===== src/rtl/mem_access_unit.sv =====
// Memory-access stage: turns execute-stage load/store requests into req/ack bus
// transactions and produces a registered one-cycle write-back pulse.
module mem_access_unit #(
  parameter int TIMEOUT_CYCLES = 16,
  parameter int CNT_W          = 5
) (
  input  logic        clk,
  input  logic        rst_n,
  input  logic        valid_i,
  output logic        ready_o,
  input  logic [31:0] regcData_i,
  input  logic [4:0]  regcAddr_i,
  input  logic        regcWr_i,
  input  logic [31:0] memAddr_i,
  input  logic [31:0] memData_i,
  input  logic        readWr_i,
  input  logic        writeWr_i,
  input  logic [3:0]  rmask_i,
  input  logic [3:0]  wmask_i,
  input  logic        load_signed_i,
  output logic        bus_req,
  output logic        bus_we,
  output logic [31:0] bus_addr,
  output logic [31:0] bus_wdata,
  output logic [3:0]  bus_wstrb,
  input  logic        bus_ack,
  input  logic [31:0] bus_rdata,
  output logic        valid_o,
  output logic [31:0] regcData_o,
  output logic [4:0]  regcAddr_o,
  output logic        regcWr_o,
  output logic        err_o
);

  // Upstream handshake: a request transfers on a rising edge where valid_i && ready_o;
  // ready_o is high only in IDLE, and upstream holds its inputs while ready_o is low.
  typedef enum logic {IDLE = 1'b0, BUS = 1'b1} state_t;

  state_t           state_q, state_d;
  logic [CNT_W-1:0] cnt_q;
  logic [29:0]      addr_q;
  logic [31:0]      wdata_q, alu_q;
  logic [3:0]       wstrb_q, rmask_q;
  logic [4:0]       waddr_q;
  logic             we_q, sign_q, wr_q;
  logic             accept, is_mem, illegal, timeout;

  function automatic logic mask_ok(input logic [3:0] m);
    case (m)
      4'b1111, 4'b0001, 4'b0010, 4'b0100, 4'b1000, 4'b0011, 4'b1100: return 1'b1;
      default: return 1'b0;
    endcase
  endfunction

  function automatic logic [31:0] replicate(input logic [3:0] m, input logic [31:0] d);
    case (m)
      4'b0001, 4'b0010, 4'b0100, 4'b1000: return {4{d[7:0]}};
      4'b0011, 4'b1100:                   return {2{d[15:0]}};
      default:                            return d;
    endcase
  endfunction

  // Pick the lane named by the load mask and extend it to 32 bits.
  function automatic logic [31:0] extract(input logic [3:0] m, input logic [31:0] r,
                                          input logic s);
    logic [7:0]  b;
    logic [15:0] h;
    b = r[7:0];
    h = r[15:0];
    case (m)
      4'b0010: b = r[15:8];
      4'b0100: b = r[23:16];
      4'b1000: b = r[31:24];
      4'b1100: h = r[31:16];
      default: ;
    endcase
    case (m)
      4'b0001, 4'b0010, 4'b0100, 4'b1000: return {{24{s & b[7]}}, b};
      4'b0011, 4'b1100:                   return {{16{s & h[15]}}, h};
      default:                            return r;
    endcase
  endfunction

  assign accept  = valid_i && (state_q == IDLE);
  assign is_mem  = readWr_i || writeWr_i;
  assign illegal = (readWr_i && writeWr_i) || (readWr_i && !mask_ok(rmask_i)) ||
                   (writeWr_i && !mask_ok(wmask_i));
  assign timeout = (cnt_q == CNT_W'(TIMEOUT_CYCLES - 1));

  always_comb begin
    state_d   = state_q;
    ready_o   = (state_q == IDLE);
    bus_req   = (state_q == BUS);
    bus_we    = 1'b0;
    bus_addr  = '0;
    bus_wdata = '0;
    bus_wstrb = '0;
    case (state_q)
      IDLE: if (accept && is_mem && !illegal) state_d = BUS;
      BUS: begin
        bus_we    = we_q;
        bus_addr  = {addr_q, 2'b00};
        bus_wdata = wdata_q;
        bus_wstrb = wstrb_q;
        if (bus_ack || timeout) state_d = IDLE;
      end
      default: state_d = IDLE;
    endcase
  end

  always_ff @(posedge clk or negedge rst_n) begin
    if (!rst_n) begin
      state_q    <= IDLE;
      cnt_q      <= '0;
      addr_q     <= '0;
      wdata_q    <= '0;
      alu_q      <= '0;
      wstrb_q    <= '0;
      rmask_q    <= '0;
      waddr_q    <= '0;
      we_q       <= 1'b0;
      sign_q     <= 1'b0;
      wr_q       <= 1'b0;
      valid_o    <= 1'b0;
      err_o      <= 1'b0;
      regcData_o <= '0;
      regcAddr_o <= '0;
      regcWr_o   <= 1'b0;
    end else begin
      state_q <= state_d;
      valid_o <= 1'b0;
      err_o   <= 1'b0;
      case (state_q)
        IDLE: begin
          cnt_q <= '0;
          if (accept) begin
            if (illegal || !is_mem) begin
              valid_o    <= 1'b1;
              err_o      <= illegal;
              regcData_o <= regcData_i;
              regcAddr_o <= regcAddr_i;
              regcWr_o   <= regcWr_i && !illegal;
            end else begin
              addr_q  <= memAddr_i[31:2];
              we_q    <= writeWr_i;
              wstrb_q <= writeWr_i ? wmask_i : 4'b0000;
              wdata_q <= writeWr_i ? replicate(wmask_i, memData_i) : 32'h0;
              rmask_q <= rmask_i;
              sign_q  <= load_signed_i;
              alu_q   <= regcData_i;
              waddr_q <= regcAddr_i;
              wr_q    <= regcWr_i;
            end
          end
        end
        BUS: begin
          cnt_q <= cnt_q + 1'b1;
          // An ack on the final allowed cycle wins over the timeout.
          if (bus_ack) begin
            valid_o    <= 1'b1;
            regcAddr_o <= waddr_q;
            regcWr_o   <= wr_q;
            regcData_o <= we_q ? alu_q : extract(rmask_q, bus_rdata, sign_q);
          end else if (timeout) begin
            valid_o    <= 1'b1;
            err_o      <= 1'b1;
            regcAddr_o <= waddr_q;
            regcData_o <= alu_q;
            regcWr_o   <= 1'b0;
          end
        end
        default: ;
      endcase
    end
  end

endmodule


===== config.mk =====
export PLATFORM = sky130hd
export DESIGN_NAME = mem_access_unit
export DESIGN_NICKNAME = d
export VERILOG_FILES = /design/src/rtl/mem_access_unit.sv
export SDC_FILE = /design/constraint.sdc
export NUM_CORES = 1
export LEC_CHECK = 0
export CAP_MARGIN = 20
export CORE_AREA = 2 2 202 105
export CTS_BUF_LIST = sky130_fd_sc_hd__clkbuf_8
export DETAILED_ROUTE_END_ITERATION = 6
export DIE_AREA = 0 0 204 107
export HOLD_SLACK_MARGIN = 0.1
export PLACE_DENSITY_LB_ADDON = 0.25
export SLEW_MARGIN = 20
export SYNTH_ARGS = -nofsm -noshare
export SYNTH_HDL_FRONTEND = slang
export SYNTH_SLANG_ARGS = --single-unit

===== constraint.sdc =====
create_clock -name clk -period 2.12 [get_ports clk]
set_clock_uncertainty 0.2 [all_clocks]
set_input_delay 0.212 -clock clk [delete_from_list [all_inputs] [get_ports clk]]
set_output_delay 0.212 -clock clk [all_outputs]
set_load 0.01 [all_outputs]

==> After elaboration in Yosys (flattened, before gate mapping) <==
Index checks and enable logic that the tools add are counted.
{ "totals": {"reg_bits": 156, "latch_bits": 0, "ram_bits": 0, "rom_bits": 0, "input_bits": 149, "out_inout_bits": 111, "mem_count": 0} }
{ "classes": {"n_addsub": 1, "n_mul": 0, "n_div": 0, "magnitude_cmp": 0, "n_eq_ne": 24, "shift": 0, "n_mux": 45, "bitwise_logic": 4, "reduce_logical": 24} }
{ "ops": {"columns": ["cell", "n"], "rows": [
  ["32-bit two-way mux", 8],
  ["32-bit one-hot mux with 2 select lines", 3],
  ["16-bit two-way mux", 3],
  ["4-bit == test (second input constant)", 8],
  ["4-bit by 2-bit == test with 1-bit output (second input constant)", 6],
  ["8-bit one-hot mux with 3 select lines", 1],
  ["5-bit two-way mux", 4],
  ["5-bit one-hot mux with 2 select lines", 2],
  ["1-bit two-way mux", 16],
  ["8-bit two-way mux", 2],
  ["7-bit OR reduction", 2],
  ["4-bit by 1-bit == test with 1-bit output (second input constant)", 3],
  ["4-bit by 3-bit == test with 1-bit output (second input constant)", 3],
  ["4-bit two-way mux", 2],
  ["1-bit one-hot mux with 2 select lines", 4],
  ["4-bit OR reduction", 2],
  ["1-bit logical AND", 7],
  ["3-bit AND reduction", 2],
  ["5-bit by 1-bit adder with 5-bit output (second input constant)", 1],
  ["5-bit by 4-bit == test with 1-bit output (second input constant)", 1],
  ["1-bit logical OR", 5],
  ["1-bit logical NOT", 4],
  ["2-bit by 1-bit != test with 1-bit output (second input constant)", 2],
  ["2-bit OR reduction", 2],
  ["other kinds (3)", 5]
]} }

==> Depth between registers and ports, before layout <==
{ "logic_depth": {"ltp_word": 12, "ltp_mapped": 9, "depth_no_buf": 8} }

==> Worst setup path before layout <==
Ideal clock, no wire load.
{ "synth_path": {"path_type": "register to register", "from": "register cnt_q[0]", "to": "register regcAddr_o[0]", "t_arrival_ns": 1.948, "required_time_ns": 1.795, "setup_slack_ns": -0.153, "path_stages_with_launch": 9, "path_buffers": 1, "period_less_slack_ns": 2.273, "path_cell_list": "dfrtp_1 -> ha_1 -> and3_1 -> ha_1 -> o21ai_0 -> nand2_1 -> o21ai_1 -> buf_4 -> mux2_2"} }
{ "synth_between": {"elab_chain_len": 3} }
{ "synth_rtl": {"columns": ["item", "line", "rtl"], "rows": [
  ["start, declared", "40", "logic [CNT_W-1:0] cnt_q;"],
  ["start signal, assigned", "157", "cnt_q <= cnt_q + 1'b1;"],
  ["5-bit by 4-bit == test with 1-bit output", "88", "assign timeout = (cnt_q == CNT_W'(TIMEOUT_CYCLES - 1));"],
  ["3-bit by 2-bit != test with 1-bit output (no line)", null, null],
  ["3-bit AND reduction (no line)", null, null],
  ["end signal, assigned", "141", "regcAddr_o <= regcAddr_i;"],
  ["end signal, assigned", "161", "regcAddr_o <= waddr_q;"],
  ["end signal, assigned", "167", "regcAddr_o <= waddr_q;"],
  ["end, declared", "30", "output logic [4:0] regcAddr_o,"]
]} }
Every way passes these cells.
A chain may end at the register's enable or synchronous reset.

==> Final worst setup path <==
{ "layout_path": {"from": "register rmask_q[2]", "to": "register regcData_o[12]"} }
{ "layout_between": {"elab_chain_len": 9} }
{ "layout_rtl": {"columns": ["item", "line", "rtl"], "rows": [
  ["start, declared", "43", "logic [3:0] wstrb_q, rmask_q;"],
  ["start signal, assigned", "148", "rmask_q <= rmask_i;"],
  ["4-bit == test (tied with other cells)", "70, 77", null],
  ["8-bit one-hot mux with 3 select lines", "70", "case (m)"],
  ["8-bit two-way mux", "159", "if (bus_ack) begin"],
  ["8-bit two-way mux", "133", "case (state_q)"],
  ["1-bit AND", "78", "4'b0001, 4'b0010, 4'b0100, 4'b1000: return {{24{s & b[7]}}, b};"],
  ["32-bit one-hot mux with 2 select lines *", "77", "case (m)"],
  ["32-bit two-way mux *", "163", "regcData_o <= we_q ? alu_q : extract(rmask_q, bus_rdata, sign_q);"],
  ["32-bit two-way mux *", "159", null],
  ["32-bit one-hot mux with 2 select lines *", "133", null],
  ["end signal, assigned", "140", "regcData_o <= regcData_i;"],
  ["end signal, assigned", "163", null],
  ["end signal, assigned", "168", "regcData_o <= alu_q;"],
  ["end, declared", "29", "output logic [31:0] regcData_o,"]
]} }
Every way passes the cells marked *; elsewhere a longest branch is shown, timed or not. The select of a mux whose other input is x is not followed.

==> results.md <==
Yosys:
- The area fraction in and, or, nand and nor cells after synthesis is 16.9%.
- After synthesis the cells add up to 8820 um^2.
- Summing the areas of all xor and xnor instances in the mapped netlist gives 0.681% of the synthesized area.
- After synthesis, the cell types taking the most area are dfrtp_1 44%, mux2_2 11%, nor2_1 4.9%, and2_1 4.8%, nand2_1 2.9%.
- After synthesis the netlist holds a flip-flop and latch count of 156.
- The compound-gate portion of the synthesized area is 17.3%.
- After synthesis, the largest family of logic cells by area is compound AO/OA/AOI/OAI gates.
- Summing the areas of all fa, ha and maj instances in the mapped netlist gives 0.284% of the synthesized area.
- The synthesized instance count is 899.
- The share of the Yosys chip area taken by registers is 44.2%.
- The share of synthesized area spent on multiplexers is 16.6%.
- The main flop type after synthesis is dfrtp_1.
- The largest area contributor in the netlist is dfrtp_1.
- In this run, synthesis inferred 0 flip-flops with an integrated enable.
- The number of library cell types mapped by synthesis is 59.
- After synthesis, the share of flip-flops with an asynchronous set or reset is 100%.
- A synthesized cell averages 9.81 um^2.
- The top-area cell type share of the netlist area is 44.2%.
- The Yosys warning count is 0.

Route:
- Dividing the detail-routed via count by the number of cells gives 5.57.
- The post-detailed-route DRC marker count is 17.
- The number of iterations in the first detailed-routing pass is 7.
- The count of nets left with antenna violations after detail routing is 0.
- The routed layout has 8532 vias.
- The average wire length per cell after detail routing is 21.2 um.
- The first routing iteration left 743 violations.
- Wires add up to 32.5 mm.

Global routing:
- The number of global-route vias before repair is 8066.
- The wire length of the first global-routing pass is 47.1 mm.
- The number of antenna violations at the first check in global routing is 1.
- Global routing used 28.4% of the available tracks across all layers.
- The global route total overflow is 0.
- Entering global routing, the biggest net connects 51 pins.

Die:
- The effective utilization at floorplan is 43.9%.
- Pin placement for this block handled 260 I/O pins.
- The cell row count is 37.
- The floorplan step defined a die boundary enclosing 21800 um^2.
- The floorplan core area is 20100 um^2.
- The vertical extent of the die is 107 um.
- The overall die width is 204 um.

Timing:
- The total of endpoints with negative setup slack in the final report is 37.
- Setup repair after global routing could not meet its margin everywhere.
- Timing would allow up to 0.425 GHz.
- The count of final hold-check violations is 0.
- The final critical delay including setup and external delays is 2350 ps.
- The actual transition at the worst max-transition pin is 502 ps.
- The least setup slack across all paths after layout is -232 ps.
- The relative slew slack is 66.6%.
- The final max-slew violation count is 0.
- The final critical path takes up 111% of the cycle.
- In the final timing run, aggregate negative setup slack is -5420 ps.
- Hold timing on the final database bottoms out at a slack of 147 ps.

Place:
- The count of input and output buffers is 255.
- The final weighted congestion of routability-driven global placement is 0.941.
- In this run, placement finished with an instance count of 1468.
- The minimum setup slack after placement is -539 ps.
- The detailed-placement wirelength estimate is 22.1 mm.
- The standard cell area after detailed placement is 12500 um^2.

Setup path:
- Among all stages on the critical path, the largest delay is contributed by dfrtp_2.
- The worst setup path is captured at a flop.
- The cell that appears most often on the critical path is a21oi_2.
- The critical path class is reg -> reg.
- The required time of the worst setup path is 2260 ps.
- The kind of cell adding the most delay to the critical path is compound AO/OA/AOI/OAI gates.
- The stage delay of the slowest cell on the critical path is 500 ps.
- The number of buffers and inverters on the critical path is 1.
- Along the worst path, the maximum fanout reaches 8.
- The signal on the critical path passes through or3b_4 -> a31oi_4 -> a211oi_4 -> a21oi_2 -> buf_6 -> a21oi_2 -> mux2_4.
- The launching element type of the critical path is a flop.
- The data arrival time of the worst path is 2500 ps.

Clock tree:
- The number of buffers added by the clock tree synthesis step is 17.
- CTS saw 156 sinks.
- The cell sitting at the root of the clock tree is a clkbuf_8.
- The latest clock arrival within the worst-skew pair is 460 ps.
- The H-tree was split into 4 levels.
- The clock transition at the register clock pins on the worst setup and hold paths after CTS is 90 ps.
- The TritonCTS clock tree is yes.
- Counting along the longest clock path gives a buffer depth of 2.

Cells and area:
- Once layout is done, the placed cells without fillers occupy 13800 um^2.
- The final cell count without fillers is 1531.
- The count of nets after finishing is 1396.
- The area growth from synthesis to final layout is 56.4%.
- The fraction of final layout cells sized beyond drive strength 1 is 27.3%.
- At the end of the flow the core is filled with cells to 68.7%.

Run status:
- The final reports fail on design-rule violations, negative setup slack.
- The flow ran to the end, but the final reports show violations.

Power:
- After layout, the design draws a total of 12.7 mW.
- IR analysis of the VDD net gives a maximum drop of 607 uV.
- The ratio of total power to cell area is 920 nW/um^2.
- The part of the total power dissipated in combinational logic is 47.9%.
- The internal power is 8.11 mW.
- The leakage dissipation is 6.12 nW.
- The analysis attributes to net switching a power of 4.58 mW.
- The fraction of power consumed by sequential logic is 35.2%.
- The fraction of power spent switching nets is 36.1%.
- The share of total power dissipated in the clock network is 16.9%.

Min path:
- The class of the tightest hold or removal check is in -> reg.

Run:
- The tool flagged a number of max-cap violations equal to 0.
## flip-flops by register name, indices dropped and copies added, names as in the netlist
register,flops
addr_q,30
alu_q,32
bus_req,1
cnt_q,5
err_o,1
regcAddr_o,5
regcData_o,32
regcWr_o,1
rmask_q,4
sign_q,1
valid_o,1
waddr_q,5
wdata_q,32
we_q,1
wr_q,1
wstrb_q,4
## repair_timing
action,4_1_cts,5_1_grt
setup buffers,11,9
endpoints found under the setup margin,107,72
hold endpoints to repair,156,2
resized for setup,134,62
pin swaps,21,21
hold buffers,2,2
cloned,4,6
## layer usage
layer  vias to the layer above  wire (um)  share of wire, %  track usage (%)
li1                       3883          -                 -                -
met1                      4194      15900                49             44.6
met2                       420      12600                39             36.9
met3                        35       3690                11             10.2
met4                         0        293              0.90             4.71
met5                         -          0                 0                0
## path summary, 6_finish.rpt
path / from / end / slack, ps / cells past startpoint
hold / removal: memData_i[24] / wdata_q[24]$_DFFE_PN0P_ / 150 / 3
min in group asynchronous: rst_n / regcData_o[22]$_DFFE_PN0P_ / 620 / 3
setup reg to reg: rmask_q[2]$_DFFE_PN0P_ / regcData_o[12]$_DFFE_PN0P_ / -230 / 7
setup / recovery: rmask_q[2]$_DFFE_PN0P_ / regcData_o[12]$_DFFE_PN0P_ / -230 / 7
max in group asynchronous: rst_n / waddr_q[1]$_DFFE_PN0P_ / 430 / 4
hold reg to reg: wdata_q[23]$_DFFE_PN0P_ / wdata_q[23]$_DFFE_PN0P_ / 280 / 2
## logic make-up after synthesis
family,count (synthesis)
simple gates,309
compound gates,215
flops,156
mux,133
buf+inv,77
xor+xnor,6
fa+ha+maj,2
other cells,1
## Yosys cell counts, drive strengths merged (2+ instances only)
cell type  count
a221oi         8
ha             2
nand2b         4
nand3          5
nand4          2
inv            6
xor2           2
a21boi         7
mux2i         25
nor2         117
nor2b         26
o31ai          9
a311oi         2
a222oi         7
and3           4
o21a           2
clkbuf        40
or3            2
dfrtp        156
nand2         68
nor3           8
and2          68
o21ai         50
mux2         108
o22ai         15
a211oi        18
buf           30
o22a          15
a2bb2oi        9
a21oi         52
and4bb         2
o221ai         7
xnor2          4
a311o          8
## placed cells by master (no fill, tap or decap), types with 11 or more instances in the layout
cell	count
clkdlybuf4s50_1	183
o21ai_0	25
mux2i_1	24
o21ai_1	20
nor2b_1	25
buf_4	93
mux2_4	20
a21oi_2	16
mux2_1	18
buf_6	13
nor2_1	112
mux2_2	70
and2_1	68
dlygate4sd2_1	60
a21oi_1	30
buf_12	21
o22ai_1	11
o22a_1	15
dfrtp_1	153
nand2_1	66
clkbuf_8	17
## cell type report
type / count / area [um^2]
diodes: 1 / 2.50
clock buffers: 17 / 234
clock inverters: 14 / 123
fillers: 1570 / 6300
inverters: 7 / 28.8
multi-input cells: 667 / 5090
flip-flops and latches: 156 / 3910
well taps: 273 / 342
repair buffers: 396 / 4070
## worst min-delay path, delay by kind of cell
| family | cells | cell delay (ps) |
|---|---|---|
| AO/OA/AOI/OAI | 1 | 60 |
| buffers and inverters | 1 | 400 |
| AND/OR/NAND/NOR | 1 | 100 |
## power groups by stage
stage	Sequential, mW	Combinational (mW)	Clock (mW)
floorplan	4.47	2.50	0
global placement	4.43	5.01	0
detailed placement	4.46	5.10	0
CTS	4.44	5.53	2.18
global route	4.58	6.45	2.31
finish	4.47	6.09	2.14
Power figures use the tool's default switching activity.
